$ cat src/rtl/jedro_1_defines.sv
// jedro_1 shared decode constants:
// opcodes, ALU op encodings, width defaults.
package jedro_1_defines;

  localparam int DATA_WIDTH_DEF   = 32;
  localparam int ADDR_WIDTH_DEF   = 5;
  localparam int ALU_OP_WIDTH_DEF = 4;

  localparam logic [6:0] OPC_LOAD     = 7'b0000011;
  localparam logic [6:0] OPC_MISC_MEM = 7'b0001111;
  localparam logic [6:0] OPC_OP_IMM   = 7'b0010011;
  localparam logic [6:0] OPC_AUIPC    = 7'b0010111;
  localparam logic [6:0] OPC_STORE    = 7'b0100011;
  localparam logic [6:0] OPC_OP       = 7'b0110011;
  localparam logic [6:0] OPC_LUI      = 7'b0110111;
  localparam logic [6:0] OPC_BRANCH   = 7'b1100011;
  localparam logic [6:0] OPC_JALR     = 7'b1100111;
  localparam logic [6:0] OPC_JAL      = 7'b1101111;
  localparam logic [6:0] OPC_SYSTEM   = 7'b1110011;

  localparam logic [6:0] F7_BASE = 7'b0000000;
  localparam logic [6:0] F7_ALT  = 7'b0100000;

  typedef enum logic [3:0] {
    ALU_ADD  = 4'b0000,
    ALU_SLL  = 4'b0001,
    ALU_SLT  = 4'b0010,
    ALU_SLTU = 4'b0011,
    ALU_XOR  = 4'b0100,
    ALU_SRL  = 4'b0101,
    ALU_OR   = 4'b0110,
    ALU_AND  = 4'b0111,
    ALU_SUB  = 4'b1000,
    ALU_SRA  = 4'b1101
  } alu_op_e;

  typedef enum logic [2:0] {
    IMM_I,
    IMM_S,
    IMM_B,
    IMM_U,
    IMM_J
  } imm_fmt_e;

endpackage

$ cat src/rtl/jedro_1_imm_gen.sv
// jedro_1 immediate generator: extracts the
// immediate for a format, sign-extended from bit 31.
module jedro_1_imm_gen
  import jedro_1_defines::*;
#(
  parameter int DATA_WIDTH = DATA_WIDTH_DEF
)(
  input  logic [31:0]           instr,
  input  imm_fmt_e              format,
  output logic [DATA_WIDTH-1:0] imm
);

  logic [31:0] raw;
  logic        unused_opc;

  assign unused_opc = ^instr[6:0];

  always_comb begin
    raw = '0;
    unique case (format)
      IMM_I: raw = {{20{instr[31]}}, instr[31:20]};
      IMM_S: raw = {{20{instr[31]}}, instr[31:25],
                    instr[11:7]};
      IMM_B: raw = {{19{instr[31]}}, instr[31],
                    instr[7], instr[30:25],
                    instr[11:8], 1'b0};
      IMM_U: raw = {instr[31:12], 12'b0};
      IMM_J: raw = {{11{instr[31]}}, instr[31],
                    instr[19:12], instr[20],
                    instr[30:21], 1'b0};
      default: raw = '0;
    endcase
  end

  assign imm = DATA_WIDTH'($signed(raw));

endmodule

$ cat src/rtl/jedro_1_idu.sv
// jedro_1 instruction decode unit: one-deep
// registered decode stage with valid/ready handshake.
module jedro_1_idu
  import jedro_1_defines::*;
#(
  parameter int DATA_WIDTH   = DATA_WIDTH_DEF,
  parameter int ADDR_WIDTH   = ADDR_WIDTH_DEF,
  parameter int ALU_OP_WIDTH = ALU_OP_WIDTH_DEF,
  parameter bit RVE          = 1'b0
)(
  input  logic                    clk_i,
  input  logic                    rstn_i,
  input  logic                    in_valid_i,
  output logic                    in_ready_o,
  input  logic [31:0]             instr_rdata_i,
  input  logic [DATA_WIDTH-1:0]   pc_i,
  input  logic                    flush_i,
  output logic [ADDR_WIDTH-1:0]   reg_a_addr_o,
  input  logic [DATA_WIDTH-1:0]   reg_a_data_i,
  output logic [ADDR_WIDTH-1:0]   reg_b_addr_o,
  input  logic [DATA_WIDTH-1:0]   reg_b_data_i,
  output logic                    out_valid_o,
  input  logic                    out_ready_i,
  output logic [ALU_OP_WIDTH-1:0] alu_op_sel_o,
  output logic [DATA_WIDTH-1:0]   alu_op_a_o,
  output logic [DATA_WIDTH-1:0]   alu_op_b_o,
  output logic [ADDR_WIDTH-1:0]   rd_addr_o,
  output logic                    rd_we_o,
  output logic                    illegal_instr_o
);

  logic [6:0] opcode;
  logic [6:0] funct7;
  logic [2:0] funct3;
  logic [4:0] rd;
  logic [4:0] rs1;
  logic [4:0] rs2;

  assign opcode = instr_rdata_i[6:0];
  assign rd     = instr_rdata_i[11:7];
  assign funct3 = instr_rdata_i[14:12];
  assign rs1    = instr_rdata_i[19:15];
  assign rs2    = instr_rdata_i[24:20];
  assign funct7 = instr_rdata_i[31:25];

  assign reg_a_addr_o = ADDR_WIDTH'(rs1);
  assign reg_b_addr_o = ADDR_WIDTH'(rs2);

  logic is_op, is_op_imm, is_lui, is_auipc;
  logic is_load, is_store, is_branch;
  logic is_jal, is_jalr, is_fence, is_system;

  assign is_op     = opcode == OPC_OP;
  assign is_op_imm = opcode == OPC_OP_IMM;
  assign is_lui    = opcode == OPC_LUI;
  assign is_auipc  = opcode == OPC_AUIPC;
  assign is_load   = opcode == OPC_LOAD;
  assign is_store  = opcode == OPC_STORE;
  assign is_branch = opcode == OPC_BRANCH;
  assign is_jal    = opcode == OPC_JAL;
  assign is_jalr   = opcode == OPC_JALR;
  assign is_fence  = opcode == OPC_MISC_MEM;
  assign is_system = opcode == OPC_SYSTEM;

  imm_fmt_e              fmt;
  logic [DATA_WIDTH-1:0] imm;

  assign fmt = (is_lui || is_auipc) ? IMM_U :
               is_store             ? IMM_S :
               is_branch            ? IMM_B :
               is_jal               ? IMM_J :
                                      IMM_I;

  jedro_1_imm_gen #(
    .DATA_WIDTH (DATA_WIDTH)
  ) u_imm_gen (
    .instr  (instr_rdata_i),
    .format (fmt),
    .imm    (imm)
  );

  logic                  ill;
  logic                  we;
  logic [3:0]            sel;
  logic [DATA_WIDTH-1:0] op_a;
  logic [DATA_WIDTH-1:0] op_b;
  logic                  use_rd;
  logic                  use_rs1;
  logic                  use_rs2;

  always_comb begin
    ill     = 1'b0;
    we      = 1'b0;
    sel     = ALU_ADD;
    op_a    = '0;
    op_b    = '0;
    use_rd  = 1'b0;
    use_rs1 = 1'b0;
    use_rs2 = 1'b0;
    unique case (1'b1)
      is_op: begin
        use_rd  = 1'b1;
        use_rs1 = 1'b1;
        use_rs2 = 1'b1;
        we      = 1'b1;
        op_a    = reg_a_data_i;
        op_b    = reg_b_data_i;
        sel     = {instr_rdata_i[30], funct3};
        if (funct7 == F7_ALT)
          ill = !(funct3 == 3'b000 ||
                  funct3 == 3'b101);
        else if (funct7 != F7_BASE)
          ill = 1'b1;
      end
      is_op_imm: begin
        use_rd  = 1'b1;
        use_rs1 = 1'b1;
        we      = 1'b1;
        op_a    = reg_a_data_i;
        op_b    = imm;
        // only shifts carry a funct7 qualifier
        if (funct3 == 3'b101) begin
          sel = {instr_rdata_i[30], funct3};
          ill = !(funct7 == F7_BASE ||
                  funct7 == F7_ALT);
        end else begin
          sel = {1'b0, funct3};
          if (funct3 == 3'b001)
            ill = funct7 != F7_BASE;
        end
      end
      is_lui: begin
        use_rd = 1'b1;
        we     = 1'b1;
        op_b   = imm;
      end
      is_auipc: begin
        use_rd = 1'b1;
        we     = 1'b1;
        op_a   = pc_i;
        op_b   = imm;
      end
      is_load, is_jalr: begin
        use_rd  = 1'b1;
        use_rs1 = 1'b1;
      end
      is_store, is_branch: begin
        use_rs1 = 1'b1;
        use_rs2 = 1'b1;
      end
      is_jal:              use_rd = 1'b1;
      is_fence, is_system: ill = 1'b0;
      default:             ill = 1'b1;
    endcase
    if (instr_rdata_i[1:0] != 2'b11)
      ill = 1'b1;
    if (RVE && ((use_rd  && rd[4])  ||
                (use_rs1 && rs1[4]) ||
                (use_rs2 && rs2[4])))
      ill = 1'b1;
    if (rd == 5'd0)
      we = 1'b0;
    if (ill) begin
      we   = 1'b0;
      sel  = '0;
      op_a = '0;
      op_b = '0;
    end
  end

  logic accept;

  assign in_ready_o = !out_valid_o || out_ready_i;
  assign accept     = in_valid_i && in_ready_o;

  always_ff @(posedge clk_i or negedge rstn_i) begin
    if (!rstn_i) begin
      out_valid_o     <= 1'b0;
      alu_op_sel_o    <= '0;
      alu_op_a_o      <= '0;
      alu_op_b_o      <= '0;
      rd_addr_o       <= '0;
      rd_we_o         <= 1'b0;
      illegal_instr_o <= 1'b0;
    end else if (flush_i) begin
      out_valid_o <= 1'b0;
    end else if (accept) begin
      out_valid_o     <= 1'b1;
      alu_op_sel_o    <= ALU_OP_WIDTH'(sel);
      alu_op_a_o      <= op_a;
      alu_op_b_o      <= op_b;
      rd_addr_o       <= ADDR_WIDTH'(rd);
      rd_we_o         <= we;
      illegal_instr_o <= ill;
    end else if (out_ready_i) begin
      out_valid_o <= 1'b0;
    end
  end

endmodule

$ cat config.mk
export PLATFORM = sky130hd
export DESIGN_NAME = jedro_1_idu
export DESIGN_NICKNAME = d
export VERILOG_FILES = /design/src/rtl/jedro_1_defines.sv /design/src/rtl/jedro_1_imm_gen.sv /design/src/rtl/jedro_1_idu.sv
export SDC_FILE = /design/constraint.sdc
export NUM_CORES = 1
export LEC_CHECK = 0
export ABC_AREA = 0
export CELL_PAD_IN_SITES_DETAIL_PLACEMENT = 0
export CELL_PAD_IN_SITES_GLOBAL_PLACEMENT = 1
export CORE_MARGIN = 2
export CORE_UTILIZATION = 24
export DETAILED_ROUTE_END_ITERATION = 16
export HOLD_SLACK_MARGIN = 0.03
export PLACE_DENSITY = 0.77
export SKIP_LAST_GASP = 1
export SLEW_MARGIN = 20
export SYNTH_ARGS = -nofsm -noshare
export SYNTH_HDL_FRONTEND = slang
export SYNTH_SLANG_ARGS = --single-unit
$ cat constraint.sdc
create_clock -name clk_i -period 1.6 [get_ports clk_i]
set_clock_uncertainty 0.15 [all_clocks]
set_input_delay 0.16 -clock clk_i [delete_from_list [all_inputs] [get_ports clk_i]]
set_output_delay 0.16 -clock clk_i [all_outputs]
set_load 0.02 [all_outputs]
==> Word level (Yosys, flattened, before mapping) <==
Index checks and enable logic that the tools add are counted.
{ "totals": {"regBits": 76, "in_bits": 133, "out_inout_bits": 87, "elab_cells": 70} }
{ "op_classes": {"eq_ne": 19, "muxes": 24, "bitwise_logic": 1, "reduce_logical": 19} }
{ "ops": {"columns": ["operator", "count"], "rows": [
  ["32-bit one-hot mux with 5 select lines", 1],
  ["32-bit one-hot mux with 2 select lines", 2],
  ["32-bit two-way mux", 2],
  ["7-bit by 6-bit equality test with 1-bit output (second input constant)", 4],
  ["7-bit equality test (second input constant)", 4],
  ["7-bit by 5-bit equality test with 1-bit output (second input constant)", 2],
  ["3-bit two-way mux", 4],
  ["1-bit two-way mux", 11],
  ["9-bit OR reduction", 1],
  ["4-bit two-way mux", 2],
  ["4-bit one-hot mux with 2 select lines", 1],
  ["7-bit by 2-bit equality test with 1-bit output (second input constant)", 1],
  ["7-bit by 4-bit equality test with 1-bit output (second input constant)", 1],
  ["7-bit zero test", 1],
  ["7-bit nonzero test", 1],
  ["3-bit by 1-bit equality test with 1-bit output (second input constant)", 2],
  ["3-bit by 2-bit equality test with 1-bit output (second input constant)", 2],
  ["3-bit equality test (second input constant)", 2],
  ["3-bit zero test", 2],
  ["5-bit zero test", 1],
  ["1-bit logical OR", 4],
  ["4-bit OR reduction", 1],
  ["1-bit zero test", 3],
  ["1-bit one-hot mux with 3 select lines", 1],
  ["7 further kinds", 7]
]} }

==> Depth between registers and ports, before layout <==
Gate-level depths: netlist (run 1).
{ "logic_depth": {"ltp_word": 9, "mapped_depth": 7, "ltp_nobuf": 6} }

==> Hierarchy <==
A second synthesis (run 1) with hierarchy kept.
{ "hier_totals": {"hier_cells": 514, "hier_area_um2": 4579.4} }
{ "modules_own_cells": {"columns": ["module", "n_inst", "cells_per_inst", "area_each_um2", "seq_area_each_um2"], "rows": [
  ["jedro_1_idu", 1, 417, 4062.6, 1901.8],
  ["jedro_1_imm_gen", 1, 97, 516.7, 0.0]
]} }

==> Worst setup path before layout (run 1) <==
No wires, ideal clock.
{ "synth_timing": {"kind": "reg-to-reg", "startpoint": "register out_valid_o", "endpoint": "register alu_op_b_o[23]", "setup_time_ns": 0.122, "arrival_time_ns": 1.601, "required_ns": 1.328, "path_slack_ns": -0.273, "stages_incl_launch_ff": 8, "synth_period_minus_slack_ns": 1.873, "cell_sequence": "dfrtp_1 > nor2b_1 > inv_1 > nand3b_1 > a31oi_1 > and2_1 > buf_2 > a32o_1"} }
{ "synth_via": {"elab_chain_len": 4} }
{ "synth_lines": {"columns": ["element", "line", "text"], "rows": [
  ["start, declared", "jedro_1_idu.sv:22", "output logic out_valid_o,"],
  ["start signal, assigned", "jedro_1_idu.sv:178", "out_valid_o <= 1'b0;"],
  ["start signal, assigned", "jedro_1_idu.sv:186", "out_valid_o <= 1'b0;"],
  ["start signal, assigned", "jedro_1_idu.sv:188", "out_valid_o <= 1'b1;"],
  ["1-bit zero test", "jedro_1_idu.sv:173", "assign in_ready_o = !out_valid_o || out_ready_i;"],
  ["1-bit logical OR", "jedro_1_idu.sv:173", null],
  ["via in_ready_o", "jedro_1_idu.sv:14", "output logic in_ready_o,"],
  ["1-bit logical AND", "jedro_1_idu.sv:174", "assign accept = in_valid_i && in_ready_o;"],
  ["2-bit AND reduction (no line)", null, null],
  ["end signal, assigned", "jedro_1_idu.sv:191", "alu_op_b_o <= op_b;"],
  ["end, declared", "jedro_1_idu.sv:26", "output logic [DATA_WIDTH-1:0] alu_op_b_o,"]
]} }
The timed path passes the listed nets, and every way through them passes these cells.
A chain may end at the register's enable or synchronous reset.

==> Worst setup path in the final report (run 1) <==
{ "layout_timing": {"startpoint": "register out_valid_o", "endpoint": "register alu_op_b_o[26]"} }
{ "layout_via": {"elab_chain_len": 4} }
{ "layout_lines": {"columns": ["element", "line"], "rows": [
  ["1-bit zero test", "jedro_1_idu.sv:173"],
  ["1-bit logical OR", "jedro_1_idu.sv:173"],
  ["1-bit logical AND", "jedro_1_idu.sv:174"],
  ["2-bit AND reduction (no line)", null]
]} }
Every way passes these cells.

==> flow_summary.toml, run 1 <==
[outcome]
status = "finished with violations"
failed_checks = "negative setup slack"

[sta]
worst_pin_slew_ns = 0.445
fin_setup_tns_ns = -4.12
fmax_mhz = 585
max_slew_margin_pct = 70.4
setup_viol = 63
maxSlewViolCount = 0
layout_setup_ws_ns = -0.109
min_period_over_period_pct = 107
grt_setup_unrepaired = "yes"
hold_viol_final = 0
period_needed_ns = 1.71

[drt]
ant_nets = 0
wl_per_cell_um = 17.2
top_layer = "met4"
dr_total_vias = 4083
first_pass_iters = 5
wl_met2_um = 7400
wl_met3_um = 844
drtIter0Drc = 223
drt_drc_violations_left = 0
via_per_inst = 4.76
met1_length_um = 6300
wirelength_um = 14800

[finish]
final.fill_count = 1487
fin_nets = 775
final_cell_area_um2 = 7080
drive_above_1_share_pct = 21.8
regArea_um2 = 1900
syn_to_final_growth_pct = 87.3
antenna_cells = 0
multiInputGateArea_um2 = 1870

[worst_setup_path]
cp_max_fo = 6
criticalPathCategory = "reg2reg"
cp-end-kind = "flip-flop"
cp-start-kind = "flip-flop"
crit_required_ns = 1.72
arrival_ns = 1.83

[grt]
grt_use_total_pct = 17.2
grt_pass1_vias = 4089
antenna_found_initial = 0
grt_pass1_wl_um = 22000
grt_max_degree = 77
overflow = 0

[cts]
cts_made_buffers = 9
cts_tree = "built"
cts.clk_slew.worst_paths_ns = 0.06
clock_latency_ns = 0.33
cts.htree.levels = 3
cts.sinks = 76
cts_buffer_depth = 2
root_buffer = "clkbuf_16"

[worst_hold_path]
hold_path.class = "in2reg"

[placement]
place_area_um2 = 6520
dp_hpwl_um = 10700
port_buffers = 219
place.gp.congestion = 0.828
dpl_worst_slack_ns = -0.603

[logic_synthesis]
post-synth-top-count-cell = "nand2_1"
synth_area_um2 = 3780
yosysWarningCount = 0
syn_inst = 393
synth_top_area_share_pct = 50.3
synth_seq_area_share_pct = 50.3
synthTopCellsByCount = "88 x nand2_1, 76 x dfrtp_1, 41 x a22oi_1, 38 x o21ai_0, 20 x a32o_1"
synth_seq_cells = 76
async_reset_ff_share_pct = 100
syn_area_per_cell_um2 = 9.62
synth_top_cell_by_area = "dfrtp_1"
synth_nets = 526
synthTopCellsByArea = "dfrtp_1 50%, nand2_1 8.7%, a22oi_1 8.1%"
synth_flop_cell = "dfrtp_1"
synth-edff-count = 0
synth.distinct_cells = 41

[die]
io_pins = 220
fp.coreArea_um2 = 15300
die_h_um = 129
die_x_um = 129
die_area_um2 = 16800
rows = 45
start_util_pct = 24.7

[power_and_ir_drop]
irDropWorstVdd_uv = 475
p_leak_uw = 0.00333
p_per_area_nw_per_um2 = 719

[run]
cap_violations = 0
-- cells by family (layout without fill, tap and decap cells) --
group                  after synthesis  count (layout)  share of synthesized area [%]
AOI/OAI and AO/OA                  141             141                           26.2
and+or+nand+nor                    116             119                           13.7
DFF                                 76              76                           50.3
buffers and inverters               48             299                           6.59
muxes                               12              12                           3.21
-- stage by stage --
step / std cells / hold slack (ns) / util [%] / power [uW]
2_1_floorplan: 393 / -0.286 / - / 2340
3_3_place_gp: 831 / 0.0648 / 42.5 / 2980
3_5_place_dp: 831 / 0.0723 / 42.5 / 2990
4_1_cts: 856 / 0.152 / 45.1 / 5110
5_1_grt: 858 / 0.173 / 46.2 / 5310
6_report: 858 / 0.177 / 46.2 / 5090
-- path summary, 6_finish.rpt --
path / start / to / slack, ns / cells past startpoint
max: out_valid_o / alu_op_b_o[26] / -0.11 / 7
min: instr_rdata_i[12] / alu_op_sel_o[0] / 0.18 / 3
max reg2reg: out_valid_o / alu_op_b_o[26] / -0.11 / 7
min reg2reg: alu_op_sel_o[3] / alu_op_sel_o[3] / 0.32 / 2
max in group asynchronous: rstn_i / out_valid_o / 0.71 / 3
min in group asynchronous: rstn_i / alu_op_b_o[25] / 0.20 / 3
-- cell usage in the layout (no fill, tap or decap), drive strengths merged, types with 2 or more instances in the layout --
cell type | netlist | routed
a22oi | 41 | 41
clkbuf | 18 | 15
a32o | 20 | 20
nor2b | 6 | 6
dlygate4sd2 | 0 | 82
nor2 | 7 | 7
clkdlybuf4s50 | 0 | 134
mux2i | 11 | 11
and2 | 1 | 4
clkinv | 0 | 2
buf | 26 | 58
o31ai | 11 | 11
nor3b | 3 | 3
o21ai | 48 | 48
and3 | 2 | 2
inv | 4 | 4
nand3 | 2 | 2
nand2 | 88 | 88
a21oi | 13 | 13
nor4 | 2 | 2
dfrtp | 76 | 76
-- cell type report --
type,count,area share (%)
repair buffers,279,38.4
flip-flops and latches,76,26.9
multi-input cells,272,26.4
well taps,211,3.73
clock buffers,12,3.62
clock inverters,4,0.672
inverters,4,0.212
-- what timing repair did --
| action | in CTS | in global routing |
|---|---|---|
| resized for setup | 114 | 54 |
| cloned | 5 | 2 |
| setup endpoints to repair | 147 | 72 |
| hold buffers | 1 | 0 |
| pin swaps | 10 | 38 |
| buffers inserted | 3 | 1 |
| endpoints found under the hold margin | 76 | 0 |
-- layer usage --
layer  GRT usage [%]  vias up
li1                -     1931
met1            22.4     1992
met2            28.7      140
met3            3.01       20
met4            6.45        0
met5               0        -
-- worst max-delay path, cell delays in order (launching register included) --
cell and delay (ns):
dfrtp_2 0.40, nor2b_4 0.13, inv_2 0.05, nand3b_1 0.16
a31oi_4 0.25, buf_6 0.14, and2_4 0.18, a32o_1 0.18
-- state kept, by name, indices dropped and copies added (netlist names) --
name / flops
rd_addr_o: 5
rd_we_o: 1
alu_op_sel_o: 4
alu_op_a_o: 32
out_valid_o: 1
alu_op_b_o: 32
illegal_instr_o: 1
-- report_power, final --
part           total (uW)  internal, uW  switching [uW]
Combinational        1020           557             463
Sequential           1990          1960            21.2
Clock                2080          1290             794
Power figures use the tool's default switching activity.
==> run 2: changes to the inputs <==
CORE_UTILIZATION = 29   (was 24)
PLACE_DENSITY = 0.87   (was 0.77)
SLEW_MARGIN = not set   (was 20)
clock period = 2.1 ns   (was 1.6 ns; I/O delays follow)
==> flow_summary.toml, run 2 (synthesized netlist as in run 1, its figures left out) <==
[drt]
drtIter0Drc = 208
wirelength_um = 13800
drt_drc_violations_left = 0
first_pass_iters = 4
dr_total_vias = 3965
via_per_inst = 5.01
wl_per_cell_um = 17.4
ant_nets = 0

[finish]
drive_above_1_share_pct = 10.0
regArea_um2 = 1900
multiInputGateArea_um2 = 1640
final.fill_count = 1177
final_common_cell = "clkdlybuf4s50_1"
mostFrequentLayoutCells = "218 x clkdlybuf4s50_1, 88 x nand2_1, 76 x dfrtp_1"
largestRegisters = "alu_op_a_o: 32 flops, alu_op_b_o: 32 flops, rd_addr_o: 5 flops"
fin_util_pct = 52.5
fin_nets = 747
syn_to_final_growth_pct = 75.9
antenna_cells = 0

[worst_setup_path]
crit_required_ns = 2.16
arrival_ns = 1.99
cp-start-kind = "primary input"
reg2reg_slack_ns = 0.25
criticalPathCategory = "in2reg"
cp_max_fo = 21
cp-end-kind = "flip-flop"

[power_and_ir_drop]
p_per_area_nw_per_um2 = 588
pwr-share-comb_pct = 18.1
irDropWorstVdd_uv = 455
p_leak_uw = 0.00272
intPower_uw = 2970
p_clk_share_pct = 43.1
power_frac_seq_pct = 38.7
p_sw_share_pct = 24.0
total_power_uw = 3910
switchingPower_uw = 939

[die]
fp.coreArea_um2 = 12700
die_area_um2 = 14000
die_h_um = 118
rows = 41
io_pins = 220
die_x_um = 118
start_util_pct = 29.8

[sta]
setup_viol = 0
worst_pin_slew_ns = 0.457
grt_setup_unrepaired = "no"
maxSlewViolCount = 0
period_needed_ns = 1.93
max_slew_margin_pct = 69.5
fmax_mhz = 517
min_period_over_period_pct = 92.1
hold_viol_final = 0

[cts]
cts_setup_buffers = 0
post_cts_resized = 0
clock_latency_ns = 0.33
cts_buffer_depth = 2
root_buffer = "clkbuf_16"
cts_made_buffers = 9
cts.clk_slew.worst_paths_ns = 0.06
cts.htree.levels = 3
cts.sinks = 76
cts_tree = "built"

[grt]
grt_pass1_vias = 4046
grt_use_total_pct = 19.8
overflow = 0
grt_max_degree = 44
antenna_found_initial = 0
grt_pass1_wl_um = 22100

[placement]
place.gp.congestion = 0.871
port_buffers = 219
dp_hpwl_um = 10700

[outcome]
status = "complete, no violations"

[run]
cap_violations = 0

[worst_hold_path]
hold_path.class = "in2async"
==> run 2: cell count changes in the layout (fill, tap and decap cells not counted), sizes merged, moves of 2 or more <==
cell / change
dlygate4sd2: -82
buf: -23
and2: -3
clkinv: -2
clkbuf: -4
clkdlybuf4s50: +84
==> run 2: per-layer routing <==
layer	routed length, um	part of all wire [%]	GRT usage (%)	vias up
li1	-	-	-	1870
met1	5680	41	25.9	1933
met2	7010	51	33.2	145
met3	843	6.1	3.19	17
met4	248	1.8	6.93	0
met5	0	0	0	-
==> run 2: critical path: stages <==
cell and delay, ns:
clkdlybuf4s50_1 0.51, inv_2 0.05, nor4_2 0.34, buf_4 0.17
a31oi_1 0.09, and2_1 0.20, buf_12 0.16, a32o_1 0.25
==> run 2: through the flow <==
step           setup TNS (ns)  std cells  hold slack, ns  area, um2  setup slack, ns
2_1_floorplan               0        393          -0.236       3780            0.227
3_3_place_gp            -3.81        774          0.0290       6310           -0.118
3_5_place_dp            -6.73        774          0.0359       6310           -0.180
4_1_cts                     0        791           0.219       6650            0.164
5_1_grt                     0        791           0.270       6650           0.0560
6_report                    0        791           0.212       6650            0.165
==> run 2: power groups by stage <==
stage / Combinational (uW) / Clock [uW] / Sequential, uW
after floorplan: 199 / 0 / 1580
after global placement: 704 / 0 / 1540
after detailed placement: 712 / 0 / 1540
after CTS: 716 / 1740 / 1510
after global routing: 765 / 1810 / 1520
final: 709 / 1690 / 1510
==> run 2: area by class of cell <==
type,count,area share (%)
Multi-Input combinational cell,269,24.6
Clock buffer,11,3.65
Sequential cell,76,28.6
Clock inverter,5,1.26
Timing Repair Buffer,254,38.4
Inverter,4,0.226
Tap cell,172,3.24
==> run 2: path summary, 6_finish.rpt <==
| kind | from | to | cells past startpoint |
|---|---|---|---|
| max | instr_rdata_i[4] | alu_op_b_o[12] | 8 |
| min | rstn_i | rd_addr_o[1] | 2 |
| max reg2reg | out_valid_o | alu_op_a_o[26] | 7 |
| min reg2reg | alu_op_sel_o[3] | alu_op_sel_o[3] | 2 |
| max in group asynchronous | rstn_i | alu_op_b_o[25] | 3 |
| min in group clk_i | instr_rdata_i[11] | rd_addr_o[4] | 3 |
==> run 2: repair_timing <==
item	CTS	global route
hold buffers	1	0
hold endpoints to repair	33	0
setup endpoints to repair	0	0
